===== src/rtl/pe_mac_au.sv =====
// PE multiply-accumulate unit: signed ifmap x weight products summed into
// acclen-long partial sums. The multiply is gated off for zero operands.
module pe_mac_au #(
  parameter int DWd     = 16,
  parameter int PsumWd  = 36,
  parameter int ConfDWd = 4,
  parameter int CntWd   = 16
) (
  input  logic                     i_clk,
  input  logic                     i_rstn,
  input  logic                     i_cont_start,
  input  logic                     i_cont_done,
  input  logic                     i_cont_stall,
  input  logic                     i_cont_reset,
  input  logic [ConfDWd-1:0]       i_cfg_acclen,
  input  logic                     i_ipix_valid,
  output logic                     o_ipix_ready,
  input  logic [DWd-1:0]           i_ipix_data,
  input  logic                     i_ipix_zero,
  input  logic                     i_wpix_valid,
  output logic                     o_wpix_ready,
  input  logic [DWd-1:0]           i_wpix_data,
  input  logic                     i_wpix_zero,
  output logic                     o_psum_valid,
  input  logic                     i_psum_ready,
  output logic [PsumWd-1:0]        o_psum_data,
  output logic                     o_done,
  output logic [CntWd-1:0]         o_skip_cnt
);

  typedef enum logic [1:0] {IDLE, RUN, DRAIN} state_e;

  state_e                    state_q, state_d;
  logic [2:1]                vld_pipe_q, vld_pipe_d;
  logic signed [DWd-1:0]     op_a_q, op_a_d, op_b_q, op_b_d;
  logic                      s1_zero_q, s1_zero_d, s1_last_q, s1_last_d;
  logic                      s2_last_q, s2_last_d;
  logic signed [2*DWd-1:0]   p2_q, p2_d;
  logic signed [PsumWd-1:0]  acc_q, acc_d, psum_q, psum_d;
  logic                      psum_vld_q, psum_vld_d;
  logic [ConfDWd-1:0]        acclen_q, acclen_d, grp_cnt_q, grp_cnt_d;
  logic [CntWd-1:0]          skip_q, skip_d;

  logic                      en, rdy, accept, zero, drain_emit, done_w;
  logic [ConfDWd-1:0]        last_idx;
  logic signed [PsumWd-1:0]  p2_ext, sum;

  always_comb begin
    en         = !i_cont_stall && !(psum_vld_q && !i_psum_ready);
    rdy        = (state_q == RUN) && en;
    accept     = rdy && i_ipix_valid && i_wpix_valid;
    zero       = i_ipix_zero | i_wpix_zero;
    // acclen of 0 wraps to an index of all-ones, i.e. a 2^ConfDWd group
    last_idx   = acclen_q - 1'b1;
    p2_ext     = {{(PsumWd-2*DWd){p2_q[2*DWd-1]}}, p2_q};
    sum        = acc_q + p2_ext;
    // a partial group left in acc once the pipe is empty goes out as a short psum
    drain_emit = (state_q == DRAIN) && en && (vld_pipe_q == '0) && (grp_cnt_q != '0);
    done_w     = (state_q == DRAIN) && !i_cont_stall && (vld_pipe_q == '0) &&
                 !psum_vld_q && (grp_cnt_q == '0);
  end

  always_comb begin
    state_d    = state_q;
    vld_pipe_d = vld_pipe_q;
    op_a_d     = op_a_q;
    op_b_d     = op_b_q;
    s1_zero_d  = s1_zero_q;
    s1_last_d  = s1_last_q;
    s2_last_d  = s2_last_q;
    p2_d       = p2_q;
    acc_d      = acc_q;
    psum_d     = psum_q;
    psum_vld_d = psum_vld_q;
    acclen_d   = acclen_q;
    grp_cnt_d  = grp_cnt_q;
    skip_d     = skip_q;

    if (!i_cont_stall) begin
      case (state_q)
        IDLE: if (i_cont_start) begin
          state_d   = RUN;
          acclen_d  = i_cfg_acclen;
          skip_d    = '0;
          grp_cnt_d = '0;
        end
        RUN:     if (i_cont_done) state_d = DRAIN;
        DRAIN:   if (done_w) state_d = IDLE;
        default: state_d = IDLE;
      endcase
    end

    if (en) begin
      vld_pipe_d = {vld_pipe_q[1], accept};
      s2_last_d  = s1_last_q;
      if (s1_zero_q) p2_d = '0;
      else           p2_d = op_a_q * op_b_q;

      if (accept) begin
        s1_zero_d = zero;
        s1_last_d = (grp_cnt_q == last_idx);
        grp_cnt_d = (grp_cnt_q == last_idx) ? '0 : grp_cnt_q + 1'b1;
        if (!zero) begin
          op_a_d = signed'(i_ipix_data);
          op_b_d = signed'(i_wpix_data);
        end else if (skip_q != '1) begin
          skip_d = skip_q + 1'b1;
        end
      end

      if (psum_vld_q && i_psum_ready) psum_vld_d = 1'b0;

      if (vld_pipe_q[2]) begin
        if (s2_last_q) begin
          psum_d     = sum;
          psum_vld_d = 1'b1;
          acc_d      = '0;
        end else begin
          acc_d      = sum;
        end
      end else if (drain_emit) begin
        psum_d     = acc_q;
        psum_vld_d = 1'b1;
        acc_d      = '0;
        grp_cnt_d  = '0;
      end
    end

    if (i_cont_reset) begin
      state_d    = IDLE;
      vld_pipe_d = '0;
      op_a_d     = '0;
      op_b_d     = '0;
      s1_zero_d  = 1'b0;
      s1_last_d  = 1'b0;
      s2_last_d  = 1'b0;
      p2_d       = '0;
      acc_d      = '0;
      psum_d     = '0;
      psum_vld_d = 1'b0;
      acclen_d   = '0;
      grp_cnt_d  = '0;
      skip_d     = '0;
    end
  end

  always_ff @(posedge i_clk or negedge i_rstn) begin
    if (!i_rstn) begin
      state_q    <= IDLE;
      vld_pipe_q <= '0;
      op_a_q     <= '0;
      op_b_q     <= '0;
      s1_zero_q  <= 1'b0;
      s1_last_q  <= 1'b0;
      s2_last_q  <= 1'b0;
      p2_q       <= '0;
      acc_q      <= '0;
      psum_q     <= '0;
      psum_vld_q <= 1'b0;
      acclen_q   <= '0;
      grp_cnt_q  <= '0;
      skip_q     <= '0;
    end else begin
      state_q    <= state_d;
      vld_pipe_q <= vld_pipe_d;
      op_a_q     <= op_a_d;
      op_b_q     <= op_b_d;
      s1_zero_q  <= s1_zero_d;
      s1_last_q  <= s1_last_d;
      s2_last_q  <= s2_last_d;
      p2_q       <= p2_d;
      acc_q      <= acc_d;
      psum_q     <= psum_d;
      psum_vld_q <= psum_vld_d;
      acclen_q   <= acclen_d;
      grp_cnt_q  <= grp_cnt_d;
      skip_q     <= skip_d;
    end
  end

  assign o_ipix_ready = rdy;
  assign o_wpix_ready = rdy;
  assign o_psum_valid = psum_vld_q;
  assign o_psum_data  = psum_q;
  assign o_done       = done_w && !i_cont_reset;
  assign o_skip_cnt   = skip_q;

endmodule


===== config.mk =====
export PLATFORM = sky130hd
export DESIGN_NAME = pe_mac_au
export DESIGN_NICKNAME = d
export VERILOG_FILES = /design/src/rtl/pe_mac_au.sv
export SDC_FILE = /design/constraint.sdc
export NUM_CORES = 1
export LEC_CHECK = 0
export ABC_AREA = 1
export CORE_UTILIZATION = 57
export DETAILED_ROUTE_END_ITERATION = 8
export PLACE_DENSITY = 0.83
export SYNTH_ARGS = -nofsm -noshare
export SYNTH_HDL_FRONTEND = slang
export SYNTH_SLANG_ARGS = --single-unit

===== constraint.sdc =====
create_clock -name i_clk -period 6.1 [get_ports i_clk]
set_input_delay 1.22 -clock i_clk [delete_from_list [all_inputs] [get_ports i_clk]]
set_output_delay 1.22 -clock i_clk [all_outputs]
set_load 0.01 [all_outputs]

# --- Word level (Yosys, flattened, before mapping) ---
# Index checks and enable logic that the tools add are counted.
word_totals:
  register_bits: 168
  word_cells: 128
  input_bits: 47
  output_inout_bits: 56
classes:
  multipliers: 1
  reduce_logical: 34
  n_bitwise: 1
  eq_ne: 10
  addsub: 4
  muxes: 64
ops:
  columns: ["operator", "count"]
  rows:
  - ["2-to-1 mux 36 bit", 10]
  - ["2-to-1 mux 16 bit", 16]
  - ["2-to-1 mux 32 bit", 3]
  - ["2-to-1 mux 4 bit", 13]
  - ["adder 36 x 32 -> 36 bit", 1]
  - ["multiplier 16 x 16 -> 32 bit", 1]
  - ["adder 16 x 1 -> 16 bit, second input constant", 1]
  - ["!= test 16 bit, second input constant", 1]
  - ["logical AND 1 bit", 14]
  - ["2-to-1 mux 1 bit", 14]
  - ["2-to-1 mux 2 bit", 7]
  - ["!= test 3 bit, second input constant", 3]
  - ["AND reduction 3 bit", 3]
  - ["nonzero test 2 bit", 4]
  - ["case mux 2 bit (3 select lines)", 1]
  - ["zero test 1 bit", 5]
  - ["adder 4 x 1 -> 4 bit, second input constant", 1]
  - ["== test 4 bit", 1]
  - ["zero test 2 bit", 2]
  - ["zero test 4 bit", 1]
  - ["AND reduction 2 bit", 2]
  - ["AND reduction 4 bit", 1]
  - ["nonzero test 4 bit", 1]
  - ["subtractor 4 x 1 -> 4 bit, second input constant", 1]
  - ["other kinds (7)", 7]

# --- Logic depth before layout (Yosys ltp) ---
logic_depth:
  word_depth: 12
  mapped_depth: 26
  depth_no_buf: 24

# --- Least setup slack after synthesis ---
# No wires, ideal clock.
synth_timing:
  path_kind: "reg2reg"
  startpoint: "register op_a_q[15]"
  endpoint: "register p2_q[30]"
  arrival_time_ns: 5.540
  setup_ns: 0.117
  synth_period_minus_slack_ns: 5.658
  path_buffers: 2
  required_ns: 5.983
  path_slack_ns: 0.442
  stages_incl_launch_ff: 25
  cell_sequence: "dfrtp_1 clkbuf_1 clkbuf_1 nand2_1 inv_1 fa_1 fa_1 fa_1 fa_1 inv_1 fa_1 inv_1 fa_1 ha_1 inv_1 nor3_1 inv_1 nor2_1 inv_1 nor2_1 nor2_1 nand2_1 nand2_1 nand3_1 nand2_1"
synth_via:
  elab_chain_cells: 4
synth_lines:
  columns: ["element", "line_no", "text"]
  rows:
  - ["start, declared", "35", "logic signed [DWd-1:0] op_a_q, op_a_d, op_b_q, op_b_d;"]
  - ["start signal, assigned", "166", "op_a_q <= op_a_d;"]
  - ["multiplier 16 x 16 -> 32 bit", "97", "else p2_d = op_a_q * op_b_q;"]
  - ["2-to-1 mux 32 bit", "96", "if (s1_zero_q) p2_d = '0;"]
  - ["2-to-1 mux 32 bit", "93", "if (en) begin"]
  - ["2-to-1 mux 32 bit", "129", "if (i_cont_reset) begin"]
  - ["end signal, assigned", "171", "p2_q <= p2_d;"]
  - ["end, declared", "38", "logic signed [2*DWd-1:0] p2_q, p2_d;"]
# No other way between the ends. The select of a mux whose other input is x is not followed.
# A chain may end at the register's enable or synchronous reset.

# --- Worst setup path after layout ---
layout_timing:
  startpoint: "register op_a_q[13]"
  endpoint: "register p2_q[24]"
# Same word-level chain as after synthesis.

==> impl_metrics.yaml <==
logic_synthesis:
  synth_compound_area_share_pct: 8.97
  syn_area_um2: 20800
  synth_top_family_by_area: "adder cells"
  synth_most_common_cell: "nand2_1"
  synthTopCellsByArea: "fa_1, dfrtp_1, nand2_1, inv_1, ha_1"
  synth_seq_cells: 168
  synthDistinctLibCells: 54
  synthArstFlopShare_pct: 100
  syn-num-nets: 3210
  synth_warnings: 0
  synth_edf_count: 0
  ys_seq_area_share_pct: 20.2
  synth.avg_cell_area_um2: 7.48
  synth_xor_area_share_pct: 1.39
  synthAdderAreaFrac_pct: 32.6
  synthMuxAreaShare_pct: 0
  yosysTopAreaCellShare_pct: 25.3
  synth_cells: 2779
  netlist.top_cell.by_area: "fa_1"
  yosys.area_share.simple_pct: 23.0
  synth_top_cells_by_count: "nand2_1, inv_1, fa_1, dfrtp_1, nor2_1"
  synthFlopType: "dfrtp_1"
global_route:
  grt_max_degree: 83
  first_global_vias: 18858
  antenna_found_initial: 0
  grt-ovfl-total: 0
  grt_pass1_wl_um: 94700
  grtUsageTotal_pct: 32.8
timing:
  setup-tns-final_ps: 0
  max_clock_freq_mhz: 170
  hold_viol_final: 0
  worst_pin_slew_ps: 888
  period_share_pct: 96.2
  report.final.slew_viol_count: 0
  finalSetupViolations: 0
  fin_crit_ps: 5870
  fin_worst_skew_ps: 14.7
  slew-limit-headroom_pct: 40.8
  rsz0062_at_grt: "false"
worst_setup_path:
  cp_common_cell: "fa_1"
  end_kind: "flop"
  cpMaxStageDelayCell: "fa_1"
  crit_family: "adder cells"
  arrival_ps: 6240
  slowest_delay_ps: 580
  cp_cell_sequence: "buf_4 -> nand2_1 -> fa_1 -> inv_1 -> fa_1 -> fa_1 -> fa_1 -> fa_1 -> inv_1 -> fa_1 -> inv_1 -> ha_1 -> a21oi_1 -> o21ai_1 -> a21oi_1 -> nand3_1 -> nand2_1 -> nand2_1 -> o21ai_0"
  crit_buf_inv: 4
  worst-path-max-fanout: 11
  worstSetupStartpointType: "flop"
  path_class: "reg -> reg"
  critPathRequiredTime_ps: 6480
min_path:
  min_path_type: "reg -> reg"
cells_and_area:
  fin_area_um2: 22900
  drive_above_1_share_pct: 5.19
  diodes: 0
  syn2layout_area_growth_pct: 10.1
  nets: 3267
  layout.cells.non_filler: 3310
floorplan:
  die_w_um: 193
  die_area_um2: 37200
  io_pins: 103
  dieHeight_um: 193
  core.rowCount: 69
  core_area_um2: 35700
  start_util_pct: 58.1
clocking:
  numCtsBuffers: 17
  clk_pin_slew_worst_paths_ps: 90
  cts-root-buf: "clkbuf_16"
  clk_path_buf_depth: 2
  cts.sinks: 168
  cts_max_level: 4
  insertion_delay_ps: 470
  cts_tree: "built"
  cts_hold_buf: 0
run:
  drv_cap: 0
placed_design:
  dp.cells: 3275
  portBuffers: 102
  gp_congestion: 0.986
  hpwlAfterDp_um: 45600
  placed_area_um2: 22200
route:
  remaining_drc_errors: 3
  wirelength_um: 57000
  drtAntennaViolNets: 0
  viasPerCell: 5.49
  vias: 18167
  wl_per_cell_um: 17.2
  drtPass1Iterations: 8
  drt_iter0_markers: 1591
power:
  p_per_area_nw_per_um2: 120
  p_leak_nw: 13.0
  vdd_drop_max_uv: 187
run_status:
  violations: "design-rule violations"
  outcome: "finished, violations left"
[stage by stage]
step                      utilization [%]  hold WS [ps]  total power, W  setup WS (ps)
after global routing                 64.0           512         0.00285           11.9
after global placement               62.1           455         0.00158           59.0
after detailed placement             62.1           475         0.00159          -25.0
final                                64.0           483         0.00276            234
after floorplan                         -           443         0.00141            442
after CTS                            63.9           495         0.00277           78.2
[path summary, 6_finish.rpt]
check                               startpoint  depth (start not counted)  slack (ps)         endpoint
worst max-delay path                op_a_q[13]                         19         230         p2_q[24]
worst min-delay path            o_psum_data[2]                          2         480   o_psum_data[2]
worst max register to register      op_a_q[13]                         19         230         p2_q[24]
worst min register to register  o_psum_data[2]                          2         480   o_psum_data[2]
max in group asynchronous               i_rstn                          2        4020  o_psum_data[32]
min in group asynchronous               i_rstn                          1         850        op_b_q[9]
[area by class of cell]
| type | count | area (um2) |
|---|---|---|
| clock inverter | 15 | 214 |
| sequential | 168 | 4230 |
| inverter | 638 | 2400 |
| fill | 3143 | 12900 |
| clock buffer | 17 | 425 |
| multi-input combinational | 1870 | 13700 |
| timing repair buffer | 141 | 1320 |
| tap | 461 | 577 |
[routing by layer]
metal | share of wire [%] | GRT usage [%] | wire length [um]
met5 | 0 | 0 | 0
met4 | 2.8 | 10.8 | 1620
met3 | 7.7 | 5.90 | 4400
met2 | 47 | 53.4 | 26600
met1 | 43 | 44.4 | 24400
[power by group]
part | leakage (nW) | internal (W) | switching, W
combinational | 10.4 | 0.000165 | 0.000207
sequential | 2.25 | 0.00116 | 0.0000409
clock | 0.307 | 0.000574 | 0.000616
total | 13.0 | 0.00189 | 0.000863
[cells by family after synthesis]
family,count (synthesis)
AND/OR/NAND/NOR,1136
buffers and inverters,741
adder cells (fa/ha/maj),384
AO/OA/AOI/OAI,317
flip-flops,168
XOR/XNOR,33
[flip-flops by register name, summed over array words and instances, names as in the netlist]
signal,count
op_a_q,16
s2_last_q,1
acc_q,36
grp_cnt_q,4
o_psum_valid,1
o_psum_data,36
p2_q,32
op_b_q,16
vld_pipe_q,2
o_skip_cnt,16
s1_last_q,1
state_q,2
s1_zero_q,1
acclen_q,4
[repair_timing]
item	CTS	global route
endpoints found under the setup margin	2	10
resized for setup	1	25
buffers inserted	0	3
hold endpoints to repair	0	0
pin swaps	0	1
[placed cells by master, fill, tap and decap left out, types with 11 or more instances in the layout]
cell type	count
a22o_1	11
o21ai_0	109
inv_1	631
fa_1	261
or2_2	14
nor3_1	16
nor2_1	153
nand4_1	17
nand3b_1	13
a21oi_1	130
a21boi_1	13
xor2_1	24
clkdlybuf4s50_1	101
ha_1	121
o21bai_1	12
dfrtp_2	20
dfrtp_1	148
buf_4	39
nand2_1	739
clkbuf_16	17
nand3_1	145
[worst reg2reg max path: cells and delay by family (launching register included)]
kind	cells	cell delay (ps)
adder cells (fa/ha/maj)	7	3350
flip-flops	1	550
AO/OA/AOI/OAI	4	950
AND/OR/NAND/NOR	4	570
buffers and inverters	4	360
(Power assumes the default switching activity.)
